===== config.mk =====
export PLATFORM = sky130hd
export DESIGN_NAME = serial_addsub6
export DESIGN_NICKNAME = d
export VERILOG_FILES = /design/src/rtl/alu_pkg.sv /design/src/rtl/serial_fa_cell.sv /design/src/rtl/serial_addsub6.sv
export SDC_FILE = /design/constraint.sdc
export NUM_CORES = 1
export LEC_CHECK = 0
export ABC_AREA = 1
export ABC_CLOCK_PERIOD_IN_PS = 2600
export BUFFER_PORTS_ARGS = -buffer_cell sky130_fd_sc_hd__buf_2
export CORE_ASPECT_RATIO = 0.5
export CORE_UTILIZATION = 50
export CTS_CLUSTER_DIAMETER = 200
export DETAILED_ROUTE_END_ITERATION = 8
export PLACE_DENSITY = 0.68
export SETUP_SLACK_MARGIN = 0.02
export SLEW_MARGIN = 20
export SYNTH_ARGS = -nofsm -noshare
export SYNTH_HDL_FRONTEND = slang
export SYNTH_SLANG_ARGS = --single-unit

===== constraint.sdc =====
create_clock -name clk -period 2.6 [get_ports clk]
set_input_delay 0.52 -clock clk [delete_from_list [all_inputs] [get_ports clk]]
set_output_delay 0.52 -clock clk [all_outputs]
set_load 0.02 [all_outputs]

===== src/rtl/alu_pkg.sv =====
// alu_pkg: shared state encoding and mode constants for the serial ALU stages
package alu_pkg;
  typedef enum logic [1:0] {
    ST_IDLE  = 2'd0,
    ST_SHIFT = 2'd1,
    ST_DONE  = 2'd2
  } state_t;
  localparam logic MODE_ADD = 1'b0;
  localparam logic MODE_SUB = 1'b1;
endpackage


===== src/rtl/serial_fa_cell.sv =====
// serial_fa_cell: combinational full adder built from two half adders and an OR
module serial_fa_cell (
  input  logic i_a,
  input  logic i_b,
  input  logic i_cin,
  output logic o_sum,
  output logic o_cout
);
  logic w_hs, w_hc, w_cc;
  assign w_hs   = i_a ^ i_b;
  assign w_hc   = i_a & i_b;
  assign o_sum  = w_hs ^ i_cin;
  assign w_cc   = w_hs & i_cin;
  assign o_cout = w_hc | w_cc;
endmodule


===== src/rtl/serial_addsub6.sv =====
// serial_addsub6: bit-serial two's-complement add/subtract, LSB first, one full-adder cell
module serial_addsub6
  import alu_pkg::*;
#(
  parameter int WIDTH = 6
) (
  input  logic             clk,
  input  logic             rst,
  input  logic             start,
  input  logic             mode,
  input  logic [WIDTH-1:0] a,
  input  logic [WIDTH-1:0] b,
  output logic             busy,
  output logic             done,
  output logic [WIDTH-1:0] s,
  output logic             carryOut,
  output logic             overflow
);
  localparam int CW = $clog2(WIDTH);
  state_t           r_state;
  logic [WIDTH-1:0] r_a, r_b, r_res;
  logic [CW-1:0]    r_cnt;
  logic             r_carry;
  logic             w_sum, w_cout;
  logic [WIDTH-1:0] w_res_next;
  serial_fa_cell u_fa (
    .i_a   (r_a[0]),
    .i_b   (r_b[0]),
    .i_cin (r_carry),
    .o_sum (w_sum),
    .o_cout(w_cout)
  );
  assign w_res_next = {w_sum, r_res[WIDTH-1:1]};
  // control FSM: load operands, shift one bit per clock, publish result and flags on the last bit
  always_ff @(posedge clk) begin
    if (rst) begin
      r_state  <= ST_IDLE;
      busy     <= 1'b0;
      done     <= 1'b0;
      s        <= '0;
      carryOut <= 1'b0;
      overflow <= 1'b0;
      r_a      <= '0;
      r_b      <= '0;
      r_res    <= '0;
      r_cnt    <= '0;
      r_carry  <= 1'b0;
    end else begin
      done <= 1'b0;
      case (r_state)
        ST_IDLE: if (start) begin
          r_a     <= a;
          r_b     <= (mode == MODE_SUB) ? ~b : b;
          r_carry <= (mode != MODE_ADD);
          r_cnt   <= '0;
          busy    <= 1'b1;
          r_state <= ST_SHIFT;
        end
        ST_SHIFT: begin
          r_a     <= r_a >> 1;
          r_b     <= r_b >> 1;
          r_res   <= w_res_next;
          r_carry <= w_cout;
          if (r_cnt == CW'(WIDTH - 1)) begin
            s        <= w_res_next;
            carryOut <= w_cout;
            overflow <= r_carry ^ w_cout;
            r_state  <= ST_DONE;
          end else begin
            r_cnt <= r_cnt + 1'b1;
          end
        end
        ST_DONE: begin
          done    <= 1'b1;
          busy    <= 1'b0;
          r_state <= ST_IDLE;
        end
        default: r_state <= ST_IDLE;
      endcase
    end
  end
endmodule


==> results of run 1 <==
==> how the worst max path moves through the flow <==
stage                           from  endpoint  slack, ps
after floorplan                  rst      s[5]       1430
after global placement         start   r_carry       1000
after detailed placement       start   r_carry        960
after CTS                 r_state[0]   r_carry       1180
after global routing      r_state[0]    r_a[0]        980
final                     r_state[0]   r_carry       1180
==> layout make-up <==
cell class              count  area [sq um]
inverters                  27           101
well taps                  37          46.3
multi-input cells         150           703
repair buffers             25           125
flip-flops and latches     33           661
fillers                   265          1010
clock buffers               5          68.8
clock inverters             3          17.5
==> sequential cells by signal, indices dropped and copies added, names as in the netlist <==
name / flops
busy: 1
carryOut: 1
done: 1
overflow: 1
r_a: 6
r_b: 6
r_carry: 1
r_cnt: 3
r_res: 5
r_state: 2
s: 6
==> cells by family after synthesis <==
family	count (synthesis)	share of synthesized area
AND/OR/NAND/NOR	118	0.322
buffers and inverters	34	0.0977
flip-flops	33	0.437
AO/OA/AOI/OAI	27	0.102
adder cells (fa/ha/maj)	3	0.0298
XOR/XNOR	2	0.0116
==> routing by layer <==
metal	wire (microns)	vias to the layer above
met5	0	-
met4	14	0
met3	137	2
met2	1180	24
met1	1520	572
li1	-	711
==> stage by stage <==
step	total power [uW]	util	worst slack (ps)	hold WS (ps)	cell area, sq um
after global placement	691	0.599	999	455	1640
after detailed placement	694	0.599	962	460	1640
final	1060	0.630	1180	473	1720
after CTS	1070	0.630	1180	471	1720
after floorplan	665	-	1430	444	1510
after global routing	1120	0.630	981	488	1720
==> cells in the mapped netlist <==
| master | instances | area [sq um] |
|---|---|---|
| ha_1 | 2 | 25.0 |
| buf_6 | 1 | 11.3 |
| o21ai_0 | 8 | 40.0 |
| o21ai_1 | 10 | 50.1 |
| o21ai_2 | 1 | 8.76 |
| nand3_1 | 11 | 55.1 |
| a21oi_2 | 2 | 17.5 |
| inv_1 | 20 | 75.1 |
| clkinv_1 | 1 | 3.75 |
| nand2_4 | 1 | 11.3 |
| buf_2 | 4 | 20.0 |
| buf_4 | 2 | 15.0 |
| nand2_1 | 67 | 251 |
| nor2_1 | 34 | 128 |
| inv_2 | 6 | 22.5 |
| nor2_2 | 1 | 6.26 |
| dfxtp_1 | 33 | 661 |
| fa_1 | 1 | 20.0 |
| xor2_1 | 2 | 17.5 |
| a21oi_1 | 5 | 25.0 |
| nand2_2 | 2 | 12.5 |
| a211oi_2 | 1 | 12.5 |
| nor2_4 | 2 | 22.5 |
==> power groups by stage <==
stage | combinational [uW] | sequential, uW | clock [uW]
2_1_floorplan | 105 | 560 | 0
3_3_place_gp | 129 | 562 | 0
3_5_place_dp | 132 | 562 | 0
4_1_cts | 132 | 551 | 386
5_1_grt | 153 | 554 | 410
6_report | 131 | 551 | 378
==> critical path: stages (launching register included) <==
cell	delay, ps
dfxtp_1	370
o21ai_2	470
inv_1	220
o21ai_0	200
nor2_1	60
==> impl_results.md, run 1 <==
- Clock skew: around 4.6 ps
- Met1 Usage GRT: 0.260
- Hold EP: r_a[5]
- Total GRT Usage: 0.201
- Post-cts resize count: 0
- DIE AREA: approximately 3300 sq um
- Layout cell share with drive strength beyond 1: 0.202
- CTS Buf Count: 5
- Ports: 26
- Fin nets: about 260
- Placed cells: ~270
- 1st-pass router iterations: 4
- Reg2reg path depth: 4
- GR Layer Usage met2: 0.318
- Fin. max-slew vios: 0
- Net Sw Frac: 0.278
- RSZ-0062 raised after global routing: false
- Pint: approximately 770 uW
- H-tree depth: 2
- Leakage Power: between 0.0008 and 0.0009 uW
- Max-cap violations: 0
- Wirelength per Cell: slightly above 10 microns
- Req. time, crit path: about 2800 ps
- Worst slew pin tran: 524 ps
- Crit end category: flop
- Residual DRC: 0
- Syn Std Cell Area: between 1500 and 2000 sq um
- Post-Syn Nets: between 200 and 250
- Fin crit period: about 1400 ps
- Synth cell types: 23
- Largest net degree at the start of global routing: 25
- Initial antenna violation count: 0
- Final Hold Viols: 0
- Hold Path Class: flop to flop
- Status: completed
- Starting DRT DRC Count: 65
- Period utilization: 0.546
- Sw Pwr: a little under 300 uW
- Reg2reg end: r_carry
- First-pass GRT wire length: around 4600 microns
- Post-Synthesis Cells: between 200 and 250
- Final setup viols: 0
- Vias: between 1000 and 1500
- Combinational power share: 0.123
- Total gr overflow: 0
- Reg2reg start: r_state[0]
- Clock tree buffer depth: 2
- Avg Cell Area, Syn: roughly 7.0 sq um
- Seq pwr share: 0.520
- Num rows: 13
- Commonest cells after routing, fill and taps aside: nand2_1 (67), nor2_1 (34), dfxtp_1 (33), buf_2 (25), inv_1 (20)
- PortBufs: 25
- Aggregate negative setup slack: 0 ps
- Hold Path Stages: 2
- Pwr Density: between 600 and 700 nW/um^2
- Die Span Y: a little over 40 microns
- Root buffer cell: clkbuf_8
- Rel. slew slack: 0.650
- Worst-path maximum fanout: 14
- Vias in the first global route: between 1000 and 1500
- WS Path Type: flop to flop
- CTS Hold Buffers Added: 0
- Max IR drop VDD: 0.000378 V
- Setup crit start kind: flop
- Final Wtd Congestion: around 0.77
- Die span in x: ~80 microns
- Clock sink count: 33
- GR peak layer: met2
- Min-delay src: r_a[5]
- Yosys warning count: 0
- Clk slew on worst S/H paths: 70 ps
- Met3 Usage GRT: 0.0733
- Flops & latches, synth: 33
- Register area share after synthesis: 0.437
- Routed wire length: approximately 2900 microns
- Power share of the clock group: 0.357
- R2r setup slk: around 1200 ps
- Leading cell type in the layout, fill and taps excluded: nand2_1
- CTS tree: done
- Post-DP HPWL: 2030 microns
- Core area: between 2000 and 3000 sq um
- Diode count: 0
- Post-Layout Cell Count: 280
- Max Freq: around 0.7 GHz
- Remaining antenna violation count: 0
- Vias per inst: roughly 4.7
- Layout Area Growth over Synthesis: 14.0%
- Post-CTS repair timing setup buffer count: 0
- Worst path arrival time: 1600 ps
- Clock Latency Late Sink: about 280 ps
- Starting Density: 0.553
(Power assumes the default switching activity.)
==> inputs of run 2 (changes only) <==
--- a/config.mk
+++ b/config.mk
@@ -6,7 +6,7 @@
 export NUM_CORES = 1
 export LEC_CHECK = 0
 export ABC_AREA = 1
-export ABC_CLOCK_PERIOD_IN_PS = 2600
+export ABC_CLOCK_PERIOD_IN_PS = 1370
 export BUFFER_PORTS_ARGS = -buffer_cell sky130_fd_sc_hd__buf_2
 export CORE_ASPECT_RATIO = 0.5
 export CORE_UTILIZATION = 50
==> constraint.sdc (replaced) <==
create_clock -name clk -period 1.37 [get_ports clk]
set_input_delay 0.274 -clock clk [delete_from_list [all_inputs] [get_ports clk]]
set_output_delay 0.274 -clock clk [all_outputs]
set_load 0.02 [all_outputs]
==> run 2 against run 1 <==
Cell count is 1.8% higher. Non-clock buffer count grew 5. Utilization rose by 3.0 points. Worst hold slack worse by 240 ps. Highest routed layer unchanged.
==> impl_results.md, run 2 (synthesized netlist as in run 1, its figures left out) <==
- DIE AREA: roughly 3300 sq um
- Rel. slew slack: 0.775
- Initial antenna violation count: 0
- Final setup viols: 0
- CP cell instances: inv_1, ha_1, nand2_1, nand2_2, nand2_2, inv_2, nor2_1, nor2_1
- Starting Density: 0.553
- Vias: 1360
- Remaining antenna violation count: 0
- Worst-path cell with the longest stage delay: dfxtp_1
- Root buffer cell: clkbuf_8
- Hold Path Stages: 3
- Core area: 2730 sq um
- First-pass GRT wire length: about 5300 microns
- Post-DP HPWL: approximately 2200 microns
- Commonest cells after routing, fill and taps aside: nand2_1 (67), nor2_1 (34), dfxtp_1 (31), buf_2 (25), inv_1 (20)
- Max Freq: approximately 0.80 GHz
- Total GRT Usage: 0.227
- Aggregate negative setup slack: 0 ps
- Layout Area Growth over Synthesis: 19.5%
- Layout cell share with drive strength beyond 1: 0.222
- CP bufs+invs: 2
- Max IR drop VDD: ~0.00068 V
- Clock Latency Late Sink: 290 ps
- Total gr overflow: 0
- Pwr Density: around 1300 nW/um^2
- Hold EP: r_a[5]
- RSZ-0062 raised after global routing: true
- Vias in the first global route: ~1200
- Status: completed
- Final Hold Viols: 0
- Leading cell type in the layout, fill and taps excluded: nand2_1
- Fin nets: 266
- Reg2reg end: r_cnt[0]
- Critical path's largest stage delay: 360 ps
- Clock sink count: 33
- Setup crit start kind: flop
- H-tree depth: 2
- Clock tree buffer depth: 2
- CP top delay family: simple AND/OR/NAND/NOR gates
- Routed wire length: 3110 microns
- Num rows: 13
- Max-cap violations: 0
- Design Area, Final: about 1800 sq um
- Worst-path maximum fanout: 4
- Min-delay src: a[5]
- Dpl cell area: around 1700 sq um
- Final Wtd Congestion: around 0.76
- Req. time, crit path: between 1500 and 2000 ps
- Ports: 26
- Clk slew on worst S/H paths: around 70 ps
- Largest net degree at the start of global routing: 20
- R2r setup slk: ~120 ps
- Diode count: 0
- WS Path Type: flop to flop
- Wirelength per Cell: between 10 and 15 microns
- Crit end category: flop
- Biggest regs: r_a (6), r_b (6), s (6)
- Worst path arrival time: between 1000 and 1500 ps
- Post-CTS repair timing setup buffer count: 0
- Clock skew: about 4.3 ps
- Residual DRC: 0
- Fin crit period: around 1200 ps
- Vias per inst: between 4 and 5
- Fin. max-slew vios: 0
- Reg2reg path depth: 8
- CTS Buf Count: 5
- CTS tree: done
- Die span in x: approximately 80 microns
- Leakage Power: around 0.00093 uW
- Reg2reg start: r_cnt[1]
- Period utilization: 0.911
- 1st-pass router iterations: 4
- PortBufs: 25
- Hold Path Class: primary input to flop
- Worst slew pin tran: 337 ps
- Starting DRT DRC Count: 51
- Die Span Y: 40.9 microns
run 2: layout make-up:
cell class / count / area (sq um)
Timing Repair Buffer: 30 / 175
Tap cell: 37 / 46.3
Clock inverter: 1 / 30.0
Fill cell: 253 / 927
Clock buffer: 7 / 86.3
Multi-Input combinational cell: 150 / 703
Sequential cell: 33 / 663
Inverter: 27 / 101
run 2: power by group:
group	switching, uW	total, uW	internal [uW]
sequential	34.4	1050	1010
combinational	166	277	111
clock	369	962	593
total	569	2290	1720
run 2: timing repair:
item	CTS	global route
gates resized for setup	0	2
hold buffers	0	0
endpoints found under the setup margin	0	6
run 2: how the worst max path moves through the flow:
| stage | start | endpoint | depth (start not counted) |
|---|---|---|---|
| final | r_cnt[1] | r_cnt[0] | 8 |
| after global routing | r_cnt[1] | r_cnt[0] | 8 |
| after CTS | r_state[0] | r_cnt[0] | 7 |
| after detailed placement | r_state[1] | r_a[0] | 5 |
| after global placement | r_state[1] | r_a[0] | 5 |
| after floorplan | r_carry | r_carry | 5 |
run 2: per-layer routing:
layer / GRT usage / wire length, microns
met1: 0.275 / 1640
met2: 0.393 / 1290
met3: 0.0733 / 123
met4: 0.0938 / 52
met5: 0 / 0
run 2: metrics by stage:
| step | setup slack [ps] | cells | hold WS [ps] | power (uW) | util |
|---|---|---|---|---|---|
| after CTS | 76.7 | 285 | 223 | 2300 | 0.660 |
| after detailed placement | 125 | 277 | 458 | 1340 | 0.617 |
| final | 122 | 285 | 230 | 2290 | 0.661 |
| after global routing | 16.4 | 285 | 241 | 2390 | 0.661 |
| after floorplan | 237 | 217 | 417 | 1260 | - |
| after global placement | 129 | 277 | 454 | 1340 | 0.617 |
run 2: worst reg2reg max path: stages, from the launching register on:
cell     delay [ps]
dfxtp_1         360
inv_1            50
ha_1            170
nand2_1         150
nand2_2         110
nand2_2          90
inv_2            40
nor2_1          120
nor2_1           60
==> inputs of run 3 (changes only) <==
--- a/config.mk
+++ b/config.mk
@@ -8,9 +8,8 @@
 export ABC_AREA = 1
 export ABC_CLOCK_PERIOD_IN_PS = 1370
 export BUFFER_PORTS_ARGS = -buffer_cell sky130_fd_sc_hd__buf_2
-export CORE_ASPECT_RATIO = 0.5
+export CORE_ASPECT_RATIO = 2
 export CORE_UTILIZATION = 50
-export CTS_CLUSTER_DIAMETER = 200
 export DETAILED_ROUTE_END_ITERATION = 8
 export PLACE_DENSITY = 0.68
 export SETUP_SLACK_MARGIN = 0.02
==> run 3 against run 2 <==
Via count shrank 0.51%. Power shrank 12%. Die area is the same. Count of clock-buffer cells in the layout shrank 1. Routed wire length shrank 0.77%. Clock power shrank 28%. Design area shrank 3.6%. First-iteration DRC count shrank 51%. Cell count shrank 3.2%. Worst setup slack lost 20 ps. Combinational power shrank 3%. Non-clock buffer count shrank 1.
==> impl_results.md, run 3 (synthesized netlist as in run 1, its figures left out) <==
- Status: completed
- Wirelength per Cell: 11.2 microns
- Layout Area Growth over Synthesis: 15.1%
- Core area: 2800 sq um
- Pre-CTS setup slack: between 100 and 150 ps
- Ports: 26
- Post-layout util: 0.621
- Final hold slack: about 250 ps
- Max IR drop VDD: about 0.00094 V
- Hold Path Stages: 3
- Worst path arrival time: ~1400 ps
- Worst slew pin tran: 357 ps
- Final Hold Viols: 0
- Root buffer cell: clkbuf_8
- Reg2reg path depth: 6
- Largest net degree at the start of global routing: 25
- Post-cts resize count: 0
- Layout cell share with drive strength beyond 1: 0.215
- Leakage Power: roughly 0.00090 uW
- Initial antenna violation count: 0
- Max-cap violations: 0
- Worst-path maximum fanout: 8
- Max Freq: 0.789 GHz
- Post-CTS repair timing setup buffer count: 0
- Vias in the first global route: 1240
- Rel. slew slack: 0.762
- Clk slew on worst S/H paths: 60 ps
- Fin crit period: between 1000 and 1500 ps
- Placed cells: 268
- R2r setup slk: 100 ps
- Post-Layout Cell Count: between 200 and 300
- Clock skew: 3.82 ps
- Req. time, crit path: 1540 ps
- CTS tree: done
- Num rows: 27
- Die Span Y: approximately 80 microns
- Clock tree buffer depth: 2
- Final setup viols: 0
- PortBufs: 25
- Hold Path Class: primary input to flop
- Vias: roughly 1400
- Routed wire length: just over 3000 microns
- Fin worst setup slack: about 100 ps
- Commonest cells after routing, fill and taps aside: nand2_1 (67), nor2_1 (34), dfxtp_1 (32), buf_2 (25), inv_1 (20)
- Leading cell type in the layout, fill and taps excluded: nand2_1
- CTS Hold Buffers Added: 0
- Starting DRT DRC Count: 25
- Biggest regs: r_a (6), r_b (6), s (6)
- Starting Density: 0.539
- RSZ-0062 raised after global routing: true
- Setup crit start kind: flop
- H-tree depth: 2
- Final Wtd Congestion: 0.726
- Diode count: 0
- Total GRT Usage: 0.225
- Residual DRC: 0
- Remaining antenna violation count: 0
- 1st-pass router iterations: 4
- Worst-path cell with the longest stage delay: dfxtp_1
- Aggregate negative setup slack: 0 ps
- Vias per inst: between 4 and 5
- Crit end category: flop
- Fin nets: 265
- CP cell instances: ha_1, nand2_1, nor2_4, inv_2, nand3_1, o21ai_1
- Critical path's largest stage delay: approximately 380 ps
- Total gr overflow: 0
- Clock sink count: 33
- DIE AREA: 3260 sq um
- Period utilization: 0.925
- Clock Latency Late Sink: between 200 and 300 ps
- First-pass GRT wire length: 5090 microns
- Fin. max-slew vios: 0
- Pwr Density: approximately 1200 nW/um^2
- WS Path Type: flop to flop
- CTS Buf Count: 5
- Die span in x: between 40 and 50 microns
- Post-DP HPWL: roughly 2400 microns
## run 3: cell count changes in the layout (fill, tap and decap cells not counted), sizes merged
cell,previous run,this run
buf,30,29
clkbuf,7,6
clkinv,1,3
bufinv,1,0
## run 3: worst max-delay path, delay by kind of cell, from the launching register on
kind | cells | cell delay, ps
buffers and inverters | 1 | 120
adder cells (fa/ha/maj) | 1 | 180
AO/OA/AOI/OAI | 1 | 70
AND/OR/NAND/NOR | 3 | 400
flip-flops | 1 | 380
## run 3: area by class of cell
type	count	area, sq um
inverter	27	101
fill	272	1060
clock inverter	2	10.0
clock buffer	6	72.6
timing repair buffer	29	155
sequential	33	662
tap	29	36.3
multi-input combinational	150	703
## run 3: final timing paths
check	start	end
worst max-delay path	r_cnt[0]	carryOut
worst min-delay path	a[5]	r_a[5]
worst min register to register	r_a[5]	r_a[5]
worst max register to register	r_cnt[0]	carryOut
## run 3: layer usage
layer | up-vias | part of all wire | GRT usage
li1 | 720 | - | -
met2 | 23 | 0.56 | 0.394
met3 | 6 | 0.026 | 0.0501
met4 | 0 | 0.021 | 0.0900
met1 | 604 | 0.39 | 0.234
met5 | - | 0 | 0
## run 3: power breakdown
part	internal [uW]	total, uW	switching [uW]
clock network	351	692	340
logic	105	269	164
registers	1010	1050	36.3
total	1470	2010	541
## run 3: through the flow
stage,power [uW],cell area (sq um)
after detailed placement,1340,1660
after global placement,1330,1660
final,2010,1740
after floorplan,1260,1510
after CTS,2030,1740
after global routing,2110,1740
